File: config.mk
export PLATFORM = sky130hd
export DESIGN_NAME = load_return_unit
export DESIGN_NICKNAME = d
export VERILOG_FILES = /design/src/rtl/load_return_unit.sv
export SDC_FILE = /design/constraint.sdc
export NUM_CORES = 1
export LEC_CHECK = 0
export CORE_ASPECT_RATIO = 0.8
export CORE_MARGIN = 5
export CORE_UTILIZATION = 47
export CTS_CLUSTER_DIAMETER = 40
export CTS_CLUSTER_SIZE = 8
export DETAILED_ROUTE_END_ITERATION = 10
export GPL_ROUTABILITY_DRIVEN = 0
export GPL_TIMING_DRIVEN = 0
export PLACE_DENSITY = 0.81
export REMOVE_ABC_BUFFERS = 1
export SYNTH_ARGS = -nofsm -noshare
export SYNTH_HDL_FRONTEND = slang
export SYNTH_SLANG_ARGS = --single-unit
File: constraint.sdc
create_clock -name clk -period 2.6 [get_ports clk]
set_clock_uncertainty 0.05 [all_clocks]
set_input_delay 0.52 -clock clk [delete_from_list [all_inputs] [get_ports clk]]
set_output_delay 0.52 -clock clk [all_outputs]
set_load 0.1 [all_outputs]
File: src/rtl/load_return_unit.sv
// Load return unit: accepts one load at a time, checks alignment, reads
// DataMemory, then returns the lane-selected, extended result (or a
// misaligned-load exception) on a valid/ready response channel.
module load_return_unit #(
  parameter int N           = 64,
  parameter int MEM_LATENCY = 0
) (
  input  logic         clk,
  input  logic         reset,
  input  logic         req_valid,
  output logic         req_ready,
  input  logic [2:0]   funct3,
  input  logic [N-1:0] addr,
  output logic         mem_readEnable,
  output logic [N-1:0] mem_address,
  input  logic [N-1:0] readDatabus,
  output logic         resp_valid,
  input  logic         resp_ready,
  output logic [N-1:0] resp_data,
  output logic         exc_valid,
  output logic         exc_StLd,
  output logic [N-1:0] exc_addr
);
  localparam int BYTES    = N / 8;
  localparam int OFFW     = $clog2(BYTES);
  localparam int CW       = (MEM_LATENCY > 1) ? $clog2(MEM_LATENCY) : 1;
  localparam int CNT_INIT = (MEM_LATENCY > 0) ? MEM_LATENCY - 1 : 0;

  typedef enum logic [1:0] {IDLE, READ, WAIT, RESP} state_t;

  state_t          state_q, state_d;
  logic [2:0]      f3_q, f3_d;
  logic [OFFW-1:0] off_q, off_d;
  logic [N-1:0]    maddr_q, maddr_d;
  logic [CW-1:0]   cnt_q, cnt_d;
  logic [N-1:0]    data_q, data_d;
  logic            exc_q, exc_d;
  logic [N-1:0]    eaddr_q, eaddr_d;

  // log2 of access size; on a 32-bit datapath the doubleword codes collapse to word
  function automatic logic [1:0] size_code(input logic [2:0] f);
    size_code = f[1:0];
    if (N == 32 && f[1:0] == 2'b11) size_code = 2'b10;
  endfunction

  logic [1:0]      req_sz;
  logic [OFFW-1:0] req_mask;
  logic            req_misal;
  logic [1:0]      cap_sz;
  logic [N-1:0]    lane, keep, ext;
  logic            sbit;

  // Alignment check of the incoming request
  always_comb begin
    req_sz    = size_code(funct3);
    req_mask  = OFFW'((1 << req_sz) - 1);
    req_misal = |(addr[OFFW-1:0] & req_mask);
  end

  // Lane select and sign/zero extension of the data being captured
  always_comb begin
    cap_sz = size_code(f3_q);
    lane   = readDatabus >> {off_q, 3'b000};
    keep   = '1;
    sbit   = 1'b0;
    case (cap_sz)
      2'd0: begin keep = N'(8'hFF);        sbit = lane[7];  end
      2'd1: begin keep = N'(16'hFFFF);     sbit = lane[15]; end
      2'd2: begin keep = N'(32'hFFFF_FFFF); sbit = lane[31]; end
      default: begin keep = '1;            sbit = 1'b0;     end
    endcase
    // funct3[2] marks the unsigned variants; code 111 has full size so no extension
    ext = (lane & keep) | ({N{sbit & ~f3_q[2]}} & ~keep);
  end

  // Next-state and datapath register updates
  always_comb begin
    state_d = state_q;
    f3_d    = f3_q;
    off_d   = off_q;
    maddr_d = maddr_q;
    cnt_d   = cnt_q;
    data_d  = data_q;
    exc_d   = exc_q;
    eaddr_d = eaddr_q;
    case (state_q)
      IDLE: if (req_valid) begin
        f3_d    = funct3;
        off_d   = addr[OFFW-1:0];
        maddr_d = {addr[N-1:OFFW], {OFFW{1'b0}}};
        if (req_misal) begin
          state_d = RESP;
          exc_d   = 1'b1;
          eaddr_d = addr;
          data_d  = '0;
        end else begin
          state_d = READ;
          exc_d   = 1'b0;
          eaddr_d = '0;
        end
      end
      READ: begin
        if (MEM_LATENCY == 0) begin
          data_d  = ext;
          state_d = RESP;
        end else begin
          cnt_d   = CW'(CNT_INIT);
          state_d = WAIT;
        end
      end
      WAIT: begin
        if (cnt_q == '0) begin
          data_d  = ext;
          state_d = RESP;
        end else begin
          cnt_d = cnt_q - CW'(1);
        end
      end
      RESP: if (resp_ready) state_d = IDLE;
      default: state_d = IDLE;
    endcase
  end

  // State register; reset aborts any in-flight load
  always_ff @(posedge clk) begin
    if (reset) begin
      state_q <= IDLE;
      f3_q    <= '0;
      off_q   <= '0;
      maddr_q <= '0;
      cnt_q   <= '0;
      data_q  <= '0;
      exc_q   <= 1'b0;
      eaddr_q <= '0;
    end else begin
      state_q <= state_d;
      f3_q    <= f3_d;
      off_q   <= off_d;
      maddr_q <= maddr_d;
      cnt_q   <= cnt_d;
      data_q  <= data_d;
      exc_q   <= exc_d;
      eaddr_q <= eaddr_d;
    end
  end

  // Outputs come from registers, forced low while reset is held
  always_comb begin
    req_ready      = ~reset & (state_q == IDLE);
    mem_readEnable = ~reset & (state_q == READ);
    mem_address    = reset ? '0 : maddr_q;
    resp_valid     = ~reset & (state_q == RESP);
    resp_data      = reset ? '0 : data_q;
    exc_valid      = ~reset & exc_q;
    exc_StLd       = 1'b0;
    exc_addr       = reset ? '0 : eaddr_q;
  end
endmodule

[After elaboration in Yosys (flattened, before gate mapping)]
Cells that the tools add are included.
Word-level totals
  output and inout bits: 197
  ROM bits: 0
  latch bits: 0
  input bits: 135
  logic and storage cells: 57
  memories kept: 0
  register bits after elaboration: 199
  memory bits (writable): 0
Cells by class
  bitwise logic cells: 12
  add/sub/neg operators: 2
  multipliers: 0
  reductions and logical operators: 7
  shift operators: 2
  div/mod/pow operators: 0
  muxes and demuxes: 17
  order comparisons: 0
  equality and inequality tests: 9
Operator list (count)
  64-bit two-way mux: 7
  64-bit one-hot mux with 3 select lines: 2
  64-bit bitwise AND: 2
  64-bit NOT: 1
  64-bit OR: 1
  64-bit by 6-bit right shift with 64-bit output: 1
  2-bit two-way mux: 4
  2-bit != test, second input constant: 4
  2-bit one-hot mux with 4 select lines: 1
  2-bit equality test, second input constant: 3
  1-bit bitwise AND: 5
  2-bit by 1-bit equality test with 1-bit output, second input constant: 2
  2-bit zero test: 2
  4-bit AND reduction: 1
  3-bit bitwise AND: 1
  1-bit one-hot mux with 3 select lines: 1
  3-bit AND reduction: 1
  3-bit nonzero test: 1
  3-bit OR reduction: 1
  1-bit by 2-bit left shift with 3-bit output, first input constant: 1
  3-bit by 2-bit subtractor with 3-bit output, second input constant: 1
  1-bit two-way mux: 2
  1-bit NOT: 2
  2-bit AND reduction: 1
  1-bit subtractor, second input constant: 1

[Depth between registers and ports, before layout]
Gate-level depths: netlist of run 1.
  word-level depth: 7
  mapped depth: 9
  gate-level depth less buffers: 7

[Least setup slack after synthesis of run 1]
Ideal clock, no wire load.
  path type: in2out
  start: input port reset
  end: output port mem_address[10]
  cell stages on the path: 4
  arrival: 2.459 ns
  buffers on the path: 3
  setup slack: -0.429 ns
  required time: 2.030 ns
  cell sequence: clkbuf_1 > clkbuf_1 > clkbuf_1 > nor2b_1
Between the ends
  word-level cells in the longest chain between the ends: 1
RTL lines
  from (decl): RTL line 9  | input logic reset,
  64-bit two-way mux: RTL line 151  | mem_address = reset ? '0 : maddr_q;
  to (decl): RTL line 15  | output logic [N-1:0] mem_address,
No other way between the ends.

[Worst setup path after layout of run 1]
  start: input port reset
  end: output port resp_data[49]
Between the ends
  word-level cells in the longest chain between the ends: 1
RTL lines
  64-bit two-way mux: RTL line 153  | resp_data = reset ? '0 : data_q;
  to (decl): RTL line 19  | output logic [N-1:0] resp_data,
No other way between the ends.

==> run_results.csv, run 1 <==
group,metric,value,unit
floorplanning,initial_utilization,47.9,%
hold_path,whs_endpoint,"eaddr_q[21]$_SDFFE_PP0P_",
cells_and_area,final_layout_size_suffix_gt1_share,16.4,%
yosys,synth_simple_gate_area_share,27.5,%
floorplanning,io_pins,332,
cells_and_area,final_nets,1704,
yosys,synthXorXnorAreaFrac,0,%
timing,fin_tns_setup,0,ns
yosys,synth-edff-count,0,
setup_path,worstPathRequired,2.03,ns
power_and_ir_drop,p_total,0.0100,W
yosys,synthAdderAreaFrac,0.482,%
yosys,ys_types,46,
clock_tree,ctsHoldBuffers,0,
floorplanning,fp.dieW,176,um
placed_design,placed_cell_area,0.0139,mm2
hold_path,worstHoldStart,"eaddr_q[21]$_SDFFE_PP0P_",
yosys,ys_top_cells_by_area,"dfxtp_1 (38%), nor2b_1 (12%), a21oi_1 (9.6%), nand2_1 (9.5%), mux4_2 (4.8%)",
yosys,synth-seq-cells,198,
clock_tree,htreeDepth,4,
yosys,synth_top_area_share,38.2,%
setup_path,criticalPathCategory,"input pin to output port",
floorplanning,dieArea,0.0252,mm2
yosys,muxShareOfSynthArea,9.31,%
yosys,yosys.area.top_type,"dfxtp_1",
timing,max-slew-margin-rel,19.1,%
clock_tree,cts_sinks,198,
yosys,syn_inst,1325,
grt,globalRouteOverflowTotal,0,
detailed_routing,routedWlPerCell,18.5,um
cells_and_area,fill_cells,1806,
grt,grt_usage,26.5,%
hold_path,min_path_type,"register to register",
detailed_routing,dr_total_vias,10275,
detailed_routing,drc,0,
cells_and_area,synthToLayoutAreaGrowth,41.6,%
setup_path,crit_slowest_cell,"clkdlybuf4s15_2",
hold_path,hold_path_depth,2,
timing,finalHoldViolCount,0,
run,maxCapViolCount,0,
detailed_routing,via_per_inst,5.47,
clock_tree,cts_tree,"done",
clock_tree,clkTransAtPathRegs,0.07,ns
detailed_routing,drt-total-wl,34900,um
yosys,ys_seq_area_share,38.2,%
floorplanning,die_y,143,um
power_and_ir_drop,ir_drop,0.460,mV
grt,grt_start_max_net_pins,99,
timing,fin_crit,2.52,ns
run_status,status,"finished clean",
yosys,synth_area,0.0104,mm2
floorplanning,core.rowCount,48,
timing,setup_ws,0.0751,ns
timing,grt_setup_unrepaired,"no",
timing,slew_viol_final,0,
setup_path,r2r_start,"off_q[1]$_SDFFE_PP0P_",
placed_design,place_hpwl,23800,um
yosys,synth_most_common_cell,"nand2_1",
setup_path,cp-end-kind,"output port",
yosys,synth_common_cells,"nand2_1 (264), a21oi_1 (200), dfxtp_1 (198)",
grt,grt_antenna_before_repair,2,
cells_and_area,final_area,0.0147,mm2
placed_design,port_buffers,327,
clock_tree,cts-buffers-inserted,17,
timing,max_freq,0.396,GHz
yosys,synth_top_family_by_area,"simple AND/OR/NAND/NOR gates",
setup_path,cpPeakStageDelay,0.61,ns
yosys,yosys_warnings,0,
timing,min_period_over_period,97.1,%
setup_path,r2r_end,"data_q[52]$_SDFFE_PP0P_",
setup_path,rr_worst_depth,7,
grt,grt_pass1_wl,53600,um
clock_tree,clk_path_buf_depth,2,
floorplanning,core_area,0.0217,mm2
setup_path,critical-path-top-delay-family,"buffers and inverters",
setup_path,crit_chain,"buf_12 > buf_16 > nor2b_1 > clkdlybuf4s15_2",
power_and_ir_drop,p_leak,5.35,nW
grt,grt_pass1_vias,9749,
clock_tree,root_buffer,"clkbuf_16",
detailed_routing,drt-pass1-iter-count,5,
yosys,syn_avg_cell_area,7.84,um2
detailed_routing,ant_nets,0,
setup_path,rrSetupSlack,0.08,ns
setup_path,timing.critical_path.fanout_max,98,
timing,setup_viol,0,
placed_design,place_ws,-1.27,ns
setup_path,arrival,1.95,ns
timing,worst_pin_slew,1.21,ns
yosys,synth_compound_area_share,18.9,%
yosys,async_flop_share,0,%
detailed_routing,drt_iter0_markers,842,
power_and_ir_drop,p_per_area,683,mW/mm2
setup_path,worst-path-buf-inv,3,
yosys,synth_ff_type,"dfxtp_1",
setup_path,crit_path_start_kind,"input pin",
clock_tree,clk_latency,0.43,ns
-- routing by layer --
layer	vias to the layer above	share of wire (%)	GRT usage (%)
met5	-	0	0
met4	0	3.6	10.4
met3	68	7.2	5.93
met2	405	47	44.1
met1	4796	42	33.9
li1	5006	-	-
-- per-stage QoR --
stage               std cells  hold slack [ns]  util [%]
detailed placement       1843            0.389      64.2
floorplan                1199            0.371         -
global placement         1826            0.383      62.3
CTS                      1878            0.400      68.0
finish                   1880            0.397      67.8
global route             1880            0.421      67.8
-- tightest hold or removal path, cell delays in order, from the launching register on --
cell,delay (ns)
dfxtp_1,0.31
nand2_1,0.05
a21oi_1,0.05
-- how the worst max path moves through the flow --
| stage | start | slack (ns) | cells past startpoint | end |
|---|---|---|---|---|
| finish | reset | 0.08 | 4 | resp_data[49] |
| global route | off_q[1]$_SDFFE_PP0P_ | 0.001 | 7 | data_q[41]$_SDFFE_PP0P_ |
| CTS | reset | 0.0001 | 4 | mem_address[59] |
| detailed placement | funct3[0] | -1.27 | 8 | data_q[12]$_SDFFE_PP0P_ |
| global placement | reset | -18.75 | 4 | data_q[8]$_SDFFE_PP0P_ |
| floorplan | funct3[0] | -2.72 | 5 | data_q[14]$_SDFFE_PP0P_ |
-- flip-flops by register name, indices dropped and copies added, names as in the netlist --
register and flops:
data_q 64, eaddr_q 64, exc_q 1, f3_q 3
maddr_q 61, off_q 3, state_q 2
-- power by group --
part | internal (W) | switching, W
clock network | 0.00130 | 0.00136
logic | 0.00118 | 0.00268
registers | 0.00336 | 0.000161
total | 0.00585 | 0.00420
-- cells in the final DEF (no fill, tap or decap), types with 6 or more instances in the layout --
| cell | netlist | layout |
|---|---|---|
| a211oi_1 | 7 | 7 |
| a21oi_1 | 200 | 199 |
| a22oi_1 | 33 | 33 |
| a2bb2oi_1 | 8 | 8 |
| a32o_1 | 8 | 8 |
| and3_1 | 8 | 8 |
| buf_12 | 0 | 6 |
| buf_16 | 0 | 6 |
| buf_2 | 21 | 6 |
| clkbuf_16 | 0 | 17 |
| clkdlybuf4s15_2 | 0 | 134 |
| clkdlybuf4s50_1 | 0 | 133 |
| clkinv_8 | 0 | 6 |
| dfxtp_1 | 198 | 195 |
| dlygate4sd2_1 | 0 | 50 |
| inv_1 | 8 | 8 |
| mux2_2 | 17 | 17 |
| mux2i_1 | 28 | 28 |
| mux4_2 | 22 | 22 |
| nand2_1 | 264 | 263 |
| nand3_1 | 71 | 71 |
| nor2_1 | 22 | 20 |
| nor2b_1 | 195 | 194 |
| o211ai_1 | 7 | 7 |
| o21a_1 | 7 | 7 |
| o21ai_0 | 50 | 47 |
| o311ai_0 | 7 | 7 |
-- cells by family after synthesis --
group / after synthesis
buf+inv: 138
other cells: 1
compound gates: 336
mux: 67
simple gates: 581
flops: 198
fa+ha+maj: 4
-- cell type report --
class	count	area (um2)	area share [%]
antenna	2	5.00	0.0340
clock buffer	17	425	2.89
clock inverter	15	181	1.23
inverter	9	41.3	0.281
multi-input combinational	993	5980	40.6
sequential	198	3980	27.0
tap	300	375	2.55
timing repair buffer	346	3730	25.3
-- what timing repair did --
action	4_1_cts	5_1_grt
setup buffers	1	0
gates cloned	2	0
setup endpoints to repair	250	38
resized for setup	486	23
pin swaps	2	1
Note: power is estimated with default switching activity, not from simulation.
==> inputs of run 2 (changes only) <==
--- a/config.mk
+++ b/config.mk
@@ -7,14 +7,13 @@
 export LEC_CHECK = 0
 export CORE_ASPECT_RATIO = 0.8
 export CORE_MARGIN = 5
-export CORE_UTILIZATION = 47
+export CORE_UTILIZATION = 51
 export CTS_CLUSTER_DIAMETER = 40
 export CTS_CLUSTER_SIZE = 8
 export DETAILED_ROUTE_END_ITERATION = 10
 export GPL_ROUTABILITY_DRIVEN = 0
 export GPL_TIMING_DRIVEN = 0
-export PLACE_DENSITY = 0.81
-export REMOVE_ABC_BUFFERS = 1
+export PLACE_DENSITY = 0.87
 export SYNTH_ARGS = -nofsm -noshare
 export SYNTH_HDL_FRONTEND = slang
 export SYNTH_SLANG_ARGS = --single-unit
==> constraint.sdc (replaced) <==
create_clock -name clk -period 3 [get_ports clk]
set_clock_uncertainty 0.05 [all_clocks]
set_input_delay 0.6 -clock clk [delete_from_list [all_inputs] [get_ports clk]]
set_output_delay 0.6 -clock clk [all_outputs]
set_load 0.1 [all_outputs]
==> run 2 against run 1 <==
Effect of this change:
- combinational power decreased by 13%
- sequential power decreased by 14%
- setup slack worse by 0.048 ns
- largest power group unchanged
- critical endpoint is now exc_addr[63]
- largest cell class unchanged
- global-route usage rose by 5.6 points
- core utilization is 2.8 points higher
- via count up 13%
==> run_results.csv, run 2 (same netlist as run 1, synthesis figures left out) <==
group,metric,value,unit
timing,fin_crit,2.97,ns
power_and_ir_drop,p_leak,5.45,nW
cells_and_area,final_common_cell,"nand2_1",
cells_and_area,final_cell_mix,"nand2_1 (264), a21oi_1 (200), dfxtp_1 (198)",
cells_and_area,synthToLayoutAreaGrowth,35.5,%
detailed_routing,dr_total_vias,11583,
setup_path,worstPathRequired,2.35,ns
timing,min_period_over_period,99.1,%
cells_and_area,fill_cells,1650,
timing,setup_viol,0,
setup_path,criticalPathCategory,"input pin to output port",
grt,grt_start_max_net_pins,21,
detailed_routing,ant_nets,0,
floorplanning,initial_utilization,52.2,%
power_and_ir_drop,p_per_area,618,mW/mm2
floorplanning,die_y,138,um
setup_path,arrival,2.32,ns
cells_and_area,largestRegisters,"data_q: 64 flops, eaddr_q: 64 flops, maddr_q: 61 flops",
floorplanning,fp.dieW,170,um
clock_tree,root_buffer,"clkbuf_16",
setup_path,timing.critical_path.fanout_max,10,
timing,grt_setup_unrepaired,"no",
setup_path,cp-end-kind,"output port",
timing,max_freq,0.336,GHz
power_and_ir_drop,ir_drop,0.387,mV
clock_tree,clk_latency,0.44,ns
clock_tree,cts-buffers-inserted,17,
clock_tree,ctsHoldBuffers,0,
clock_tree,cts_tree,"done",
detailed_routing,drt-pass1-iter-count,7,
hold_path,min_path_type,"register to register",
clock_tree,htreeDepth,4,
grt,grt_pass1_wl,59100,um
timing,finalHoldViolCount,0,
floorplanning,core_area,0.0199,mm2
timing,worst_pin_slew,1.10,ns
grt,grt_usage,32.1,%
detailed_routing,drt-total-wl,39300,um
floorplanning,core.rowCount,46,
detailed_routing,drc,0,
cells_and_area,final_nets,1813,
cells_and_area,final_layout_size_suffix_gt1_share,20.4,%
timing,max-slew-margin-rel,25.8,%
detailed_routing,via_per_inst,5.93,
clock_tree,clkTransAtPathRegs,0.08,ns
placed_design,place_hpwl,29900,um
run_status,status,"finished clean",
floorplanning,dieArea,0.0233,mm2
setup_path,crit_path_start_kind,"input pin",
cells_and_area,register_area,0.00396,mm2
placed_design,port_buffers,327,
run,maxCapViolCount,0,
cells_and_area,multi_input_area,0.00591,mm2
clock_tree,cts_sinks,198,
grt,grt_pass1_vias,10891,
grt,globalRouteOverflowTotal,0,
power_and_ir_drop,p_total,0.00870,W
detailed_routing,routedWlPerCell,20.1,um
clock_tree,clk_path_buf_depth,2,
detailed_routing,drt_iter0_markers,1517,
cells_and_area,fin_util,70.7,%
grt,grt_antenna_before_repair,1,
floorplanning,io_pins,332,
timing,slew_viol_final,0,
## run 2: cell types whose count changed in the layout (fill, tap and decap cells not counted), moves of 9 or more
cell,previous run,this run
buf_2,6,131
clkdlybuf4s15_2,134,47
dlygate4sd2_1,50,1
nor2b_2,1,20
nor2b_1,194,175
clkbuf_1,0,70
clkbuf_4,0,16
clkbuf_2,3,33
buf_4,1,15
buf_1,0,9
## run 2: final cells by class
class,count,area share [%]
antenna,1,0.0178
buffer,129,4.11
clock buffer,18,3.12
clock inverter,14,1.16
inverter,9,0.240
multi-input combinational,992,42.0
sequential,198,28.2
tap,264,2.35
timing repair buffer,327,18.8
## run 2: power by group
group	switching, W	internal (W)
logic	0.00244	0.000943
clock network	0.00117	0.00114
registers	0.000102	0.00291
total	0.00371	0.00500
## run 2: path summary, 6_finish.rpt
kind / depth (start not counted) / endpoint / startpoint / slack (ns)
worst max-delay path: 6 / exc_addr[63] / reset / 0.03
worst min-delay path: 2 / eaddr_q[39]$_SDFFE_PP0P_ / eaddr_q[39]$_SDFFE_PP0P_ / 0.40
worst max register to register: 5 / data_q[12]$_SDFFE_PP0P_ / off_q[1]$_SDFFE_PP0P_ / 0.48
worst min register to register: 2 / eaddr_q[39]$_SDFFE_PP0P_ / eaddr_q[39]$_SDFFE_PP0P_ / 0.40
## run 2: critical path, cell delays in order
cell and delay (ns):
dlygate4sd2_1 0.33, clkbuf_4 0.25, clkbuf_2 0.23, clkbuf_2 0.28, nor2b_1 0.16, buf_2 0.45
## run 2: timing repair
| item | in CTS | in global routing |
|---|---|---|
| endpoints found under the setup margin | 198 | 30 |
| resized for setup | 845 | 40 |
| endpoints found under the hold margin | 0 | 0 |
| buffers inserted | 0 | 0 |
| pin swaps | 0 | 0 |
## run 2: stage by stage
stage	cells	hold slack, ns	TNS, ns	cell area [um2]	worst slack (ns)
2_1_floorplan	1328	0.377	-23.39	10500	-0.189
3_3_place_gp	1919	0.383	-266.46	14100	-1.62
3_5_place_dp	1919	0.389	-265.44	14100	-1.60
4_1_cts	1951	0.399	0	14100	0.000859
5_1_grt	1952	0.411	0	14100	0.000109
6_report	1952	0.399	0	14100	0.0267
## run 2: layer usage
| metal | global-route usage (%) | share of wire (%) | wire [um] | vias up |
|---|---|---|---|---|
| li1 | - | - | - | 5243 |
| met1 | 42.4 | 40 | 15700 | 5429 |
| met2 | 49.6 | 44 | 17200 | 758 |
| met3 | 8.18 | 11 | 4380 | 153 |
| met4 | 14.7 | 5.1 | 2000 | 0 |
| met5 | 0 | 0 | 0 | - |
